`src/rtl/inst_memory_loadable_pkg.sv`:
```
// inst_memory_loadable_pkg: shared loader state encodings and constants
package inst_memory_loadable_pkg;
  typedef enum logic [1:0] {
    LD_IDLE = 2'd0,
    LD_LOAD = 2'd1
  } ld_state_t;
  localparam logic [31:0] NOP = 32'h0000_0013;
  localparam int LANE_W = 8;
endpackage

```
`src/rtl/inst_byte_packer.sv`:
```
// inst_byte_packer: assembles little-endian bytes into 32-bit words, zero-filling a short final word
module inst_byte_packer
  import inst_memory_loadable_pkg::*;
(
  input  logic              clk,
  input  logic              rst_n,
  input  logic              clr,
  input  logic              byte_en,
  input  logic [LANE_W-1:0] byte_data,
  input  logic              byte_last,
  output logic              word_valid,
  output logic [31:0]       word_data
);
  logic [1:0] byte_cnt;
  logic [2:0][LANE_W-1:0] lanes;
  assign word_valid = byte_en && (byte_cnt == 2'd3 || byte_last);
  always_comb begin
    word_data = '0;
    for (int i = 0; i < 3; i++)
      word_data[i*LANE_W +: LANE_W] = 2'(i) < byte_cnt ? lanes[i] : (2'(i) == byte_cnt ? byte_data : '0);
    word_data[3*LANE_W +: LANE_W] = byte_cnt == 2'd3 ? byte_data : '0;
  end
  always_ff @(posedge clk)
    if (!rst_n || clr) byte_cnt <= '0;
    else if (byte_en) byte_cnt <= word_valid ? 2'd0 : byte_cnt + 2'd1;
  always_ff @(posedge clk)
    for (int i = 0; i < 3; i++)
      if (byte_en && byte_cnt == 2'(i)) lanes[i] <= byte_data;
endmodule

```
`src/rtl/inst_memory_loadable.sv`:
```
// inst_memory_loadable: instruction memory with registered fetch port and byte-stream loader
module inst_memory_loadable
  import inst_memory_loadable_pkg::*;
#(
  parameter int                DEPTH_WORDS = 128,
  parameter int                ADDR_W      = 32,
  parameter logic [ADDR_W-1:0] BASE_ADDR   = '0
) (
  input  logic                         clk,
  input  logic                         rst_n,
  input  logic                         fetch_req,
  input  logic [ADDR_W-1:0]            fetch_addr,
  output logic                         fetch_ready,
  output logic                         fetch_valid,
  output logic [31:0]                  fetch_inst,
  output logic                         fetch_err,
  input  logic                         ld_start,
  input  logic                         ld_valid,
  input  logic [7:0]                   ld_data,
  input  logic                         ld_last,
  output logic                         ld_ready,
  output logic                         ld_busy,
  output logic [$clog2(DEPTH_WORDS):0] ld_words,
  output logic                         ld_ovf
);
  localparam int PW = $clog2(DEPTH_WORDS);
  ld_state_t state, state_nx;
  logic [31:0] mem [DEPTH_WORDS];
  logic [PW-1:0] word_ptr;
  logic [ADDR_W:0] diff;
  logic accept, word_valid, wrap, fetch_acc, addr_err;
  logic [31:0] word_data;
  assign ld_ready    = state == LD_LOAD;
  assign ld_busy     = ld_ready;
  assign fetch_ready = state == LD_IDLE;
  assign fetch_acc   = fetch_req && fetch_ready;
  // a restart in LOAD drops the byte offered in the same cycle
  assign accept      = ld_valid && ld_ready && !ld_start;
  assign wrap        = word_ptr == PW'(DEPTH_WORDS - 1);
  // extra borrow bit makes addresses below BASE_ADDR out of range
  assign diff        = {1'b0, fetch_addr} - {1'b0, BASE_ADDR};
  assign addr_err    = diff[ADDR_W] || |diff[1:0] || |diff[ADDR_W-1:PW+2];
  inst_byte_packer u_packer (
    .clk        (clk),
    .rst_n      (rst_n),
    .clr        (ld_start),
    .byte_en    (accept),
    .byte_data  (ld_data),
    .byte_last  (ld_last),
    .word_valid (word_valid),
    .word_data  (word_data)
  );
  always_comb begin
    state_nx = state;
    if (ld_start) state_nx = LD_LOAD;
    else if (state == LD_LOAD && word_valid && (ld_last || wrap)) state_nx = LD_IDLE;
  end
  always_ff @(posedge clk)
    if (!rst_n) begin
      state    <= LD_IDLE;
      word_ptr <= '0;
      ld_words <= '0;
      ld_ovf   <= 1'b0;
    end else begin
      state <= state_nx;
      if (ld_start) begin
        word_ptr <= '0;
        ld_words <= '0;
        ld_ovf   <= 1'b0;
      end else if (word_valid) begin
        word_ptr <= word_ptr + 1'b1;
        ld_words <= ld_words + 1'b1;
        ld_ovf   <= ld_ovf || (wrap && !ld_last);
      end
    end
  always_ff @(posedge clk)
    if (rst_n && word_valid) mem[word_ptr] <= word_data;
  always_ff @(posedge clk)
    if (!rst_n) begin
      fetch_valid <= 1'b0;
      fetch_err   <= 1'b0;
      fetch_inst  <= NOP;
    end else begin
      fetch_valid <= fetch_acc;
      if (fetch_acc) begin
        fetch_err  <= addr_err;
        fetch_inst <= addr_err ? NOP : mem[diff[PW+1:2]];
      end
    end
endmodule

```
`config.mk`:
```
export PLATFORM = sky130hd
export DESIGN_NAME = inst_memory_loadable
export DESIGN_NICKNAME = d
export VERILOG_FILES = /design/src/rtl/inst_memory_loadable_pkg.sv /design/src/rtl/inst_byte_packer.sv /design/src/rtl/inst_memory_loadable.sv
export SDC_FILE = /design/constraint.sdc
export NUM_CORES = 2
export LEC_CHECK = 0
export ABC_AREA = 0
export BUFFER_PORTS_ARGS = -buffer_cell sky130_fd_sc_hd__buf_4
export CORE_MARGIN = 5
export CORE_UTILIZATION = 70
export CTS_BUF_LIST = sky130_fd_sc_hd__clkbuf_8
export CTS_CLUSTER_DIAMETER = 120
export CTS_CLUSTER_SIZE = 10
export DETAILED_ROUTE_END_ITERATION = 10
export GPL_ROUTABILITY_DRIVEN = 0
export PLACE_DENSITY = 0.83
export SETUP_SLACK_MARGIN = 0.1
export SLEW_MARGIN = 30
export SYNTH_ARGS = -nofsm -noshare
export SYNTH_HDL_FRONTEND = slang
export SYNTH_SLANG_ARGS = --single-unit
export TNS_END_PERCENT = 50
```
`constraint.sdc`:
```
create_clock -name clk -period 19.1 [get_ports clk]
set_input_delay 1.91 -clock clk [delete_from_list [all_inputs] [get_ports clk]]
set_output_delay 1.91 -clock clk [all_outputs]
set_load 0.1 [all_outputs]
```
==> results by group <==
Status
  – Outcome: completed

Critical path
  – Critical Path Fanout Max: just over 100
  – Worst R2R Setup Slack: roughly 14 ns
  – Worst R2R Start: state[0]$_SDFFE_PN0P_
  – Startpoint Class: input port
  – Worst Path Arrival: 7.64 ns
  – R2R depth: 9
  – Critical R2R Capture: mem[34][3]$_DFFE_PP_
  – Kind of critical path: in -> reg
  – Nature of the critical path endpoint: flip-flop
  – Worst path required time: between 20 and 25 ns

Synthesis
  – Async set-or-reset flop fraction in the synthesized netlist: 0%
  – Dominant cell type by area after synthesis: edfxtp_1
  – Post-synth top area share: between 70 and 80%
  – Syn Std Cell Area: ~0.16 mm^2
  – Number of enable flip-flop cells after synthesis: between 4k and 5k
  – Count leader, synth: edfxtp_1
  – Ys Warns: 0
  – Unique cell type count in the Yosys netlist: 55
  – Sequential element share of the synthesized area: 78.0%
  – Post-Syn Instances: 7458
  – Syn_area_per_cell: roughly 21 um^2
  – Top area cells in the synthesized netlist: edfxtp_1, mux4_2, mux2i_1
  – Most instantiated cells after synthesis: edfxtp_1, mux4_2, mux2i_1
  – Most used DFF post-synth: edfxtp_1
  – Syn nets: around 7.5k
  – Synthesized flop and latch total: 4173

Detailed routing
  – DRT Pass-1 Iters: 8
  – Total Wirelength: 427 mm
  – Via-to-Cell Ratio: between 7 and 8
  – Wirelength per Cell: 38.5 um
  – Via count: about 83k
  – DRC: 0
  – Post-route ant nets: 0
  – Initial DRC Count: ~14k

Global route
  – Initial antenna violation count: 17
  – GRT Util Overall: 36.3%
  – Grt total ovfl: 0
  – Largest net degree at the start of global routing: approximately 120
  – First-pass GRT wire length: about 600 mm
  – Vias in the first global route: around 83k

Hold path
  – Hold Path Origin: fetch_inst[9]$_SDFFE_PN0P_
  – Hold Crit Class: reg -> reg
  – Hold Path End: fetch_inst[9]$_SDFFE_PN0P_
  – WHS Path Cells: 2

Floorplanning
  – Die width: ~490 um
  – Die height: ~490 um
  – DIE AREA: about 0.24 mm^2
  – Core footprint: around 0.23 mm^2
  – Rows: ~180
  – Initial Util: a little over two thirds
  – IO Pins: between 90 and 100

CTS
  – Setup bufs post-CTS: 0
  – Post-CTS resize count: 0
  – Max clock buf depth: 4
  – Clk slew on worst S/H paths: about 0.07 ns
  – Hold_buf cts: 0
  – H-Tree Depth: 5
  – CTS sink cnt: approximately 4.2k
  – Num CTS Buffers: 467
  – Skew-Pair Late Insertion Delay: 1.16 ns
  – Clock root buffer master: clkbuf_8
  – CTS tree: done

STA
  – Crit path time final: 6.56 ns
  – Hold Vio Cnt, Final: 0
  – Final period util: between 30% and 40%
  – Clock Skew: 0.115 ns
  – Final TNS setup: 0 ns
  – Final setup margin: between 10 and 15 ns
  – Highest achievable clock rate: between 0.15 and 0.2 GHz
  – Worst rel slew slack: a little under a fifth
  – Final setup fails: 0
  – Slew Limit Fails: 0
  – Final hold slack: ~0.46 ns
  – Unrepaired setup endpoints after global routing: no
  – Tightest Pin Transition: ~1.2 ns

Placement
  – Pre-CTS setup slack: ~11 ns
  – Placed Cells: between 10k and 15k
  – Port buffer count: 91
  – Detailed Place HPWL: approximately 250 mm
  – Placed cell area: between 0.15 and 0.2 mm^2

Final layout
  – Fill cells: 10.9k
  – Final Non-Filler Cells: roughly 11k
  – Area growth, synth to finish: 8.37%
  – Nets@finish: between 7k and 8k
  – Final instance area: about 0.17 mm^2
  – Share of cells above drive strength 1: between 20 and 25%
  – FF+latch area: between 0.1 and 0.15 mm^2
  – Area occupied by multi-input gates: 0.0344 mm^2

Power
  – Power per cell area: between 90 and 100 mW/mm^2
  – LEAKAGE: around 56 nW
  – Worst-case vdd ir drop: 0.0739 mV

Run
  – Max_cap viols: 0
==> worst max-delay path, stage by stage <==
cell	delay, ns
buf_16	0.46
buf_12	0.35
buf_16	0.50
buf_4	0.73
buf_4	0.84
mux2i_1	0.22
o221ai_1	0.26
a21oi_1	0.11
o21ai_0	0.36
o2111ai_2	0.44
nor4_2	0.68
buf_4	0.29
a22o_1	0.13
==> cells in the final DEF, fill, tap and decap left out, types with 10 or more instances in the layout <==
cell / count
nor2_4: 134
nand3_1: 61
a211oi_1: 25
buf_12: 11
mux4_2: 873
a22o_1: 23
a32oi_1: 20
clkbuf_8: 472
o2111ai_1: 16
edfxtp_1: 4120
o21ai_1: 36
a22oi_1: 78
nor4_2: 17
dfxtp_1: 52
inv_1: 140
diode_2: 31
buf_6: 10
nand2_1: 243
o31ai_1: 14
o21ai_4: 14
mux2i_1: 426
mux2_2: 20
nor2b_1: 17
o22ai_1: 88
a21oi_1: 142
o221ai_1: 190
o21ai_0: 61
nor3_1: 40
buf_4: 362
nor2_1: 164
==> sequential cells by signal, indices dropped and copies added, names as in the netlist <==
name,flops
mem,4096
fetch_inst,32
u_packer.lanes,24
ld_words,8
word_ptr,7
u_packer.byte_cnt,2
fetch_err,1
fetch_valid,1
ld_ovf,1
state,1
==> how the worst max path moves through the flow <==
stage	start	end	slack [ns]	cells past startpoint
4_1_cts	fetch_addr[2]	fetch_inst[25]$_SDFFE_PN0P_	12.62	12
5_1_grt	fetch_addr[2]	fetch_inst[3]$_SDFFE_PN0P_	12.32	13
3_3_place_gp	fetch_addr[2]	fetch_inst[3]$_SDFFE_PN0P_	10.56	11
6_report	fetch_addr[2]	fetch_inst[3]$_SDFFE_PN0P_	12.54	13
2_1_floorplan	ld_data[7]	mem[0][23]$_DFFE_PP_	10.95	2
3_5_place_dp	fetch_addr[2]	fetch_inst[25]$_SDFFE_PN0P_	11.46	12
==> power by group <==
| group | internal [W] | total, W | switching, W |
|---|---|---|---|
| logic | 0.000212 | 0.000632 | 0.000420 |
| clock network | 0.00223 | 0.00512 | 0.00288 |
| registers | 0.00995 | 0.00995 | 0.000000748 |
| total | 0.0124 | 0.0157 | 0.00331 |
==> kinds of logic after synthesis <==
logic type      share of synthesized area (%)
buf+inv                                  1.50
simple gates                             2.02
mux                                      15.1
fa+ha+maj                              0.0469
compound gates                           3.23
xor+xnor                               0.0712
flops                                    78.0
==> through the flow <==
step	total power, W	utilization (%)
detailed placement	0.0108	73.0
finish	0.0157	76.2
global route	0.0161	76.2
floorplan	0.0106	-
global placement	0.0108	72.8
CTS	0.0157	76.1
==> cell type report <==
| class | count | share of cell area (%) |
|---|---|---|
| antenna | 31 | 0.0447 |
| clock buffer | 472 | 3.75 |
| clock inverter | 143 | 0.346 |
| inverter | 8 | 0.0216 |
| multi-input combinational | 2844 | 19.8 |
| sequential | 4173 | 72.0 |
| tap | 3009 | 2.17 |
| timing repair buffer | 393 | 1.90 |
==> metal layers <==
metal  vias to the layer above  routed length, um  track usage [%]
met5                         -                124            0.265
li1                      32000                  -                -
met4                         8              34100             23.6
met2                      7507             198000             54.9
met3                      1523              64400             10.4
met1                     41700             130000             47.2
(Power assumes the default switching activity.)
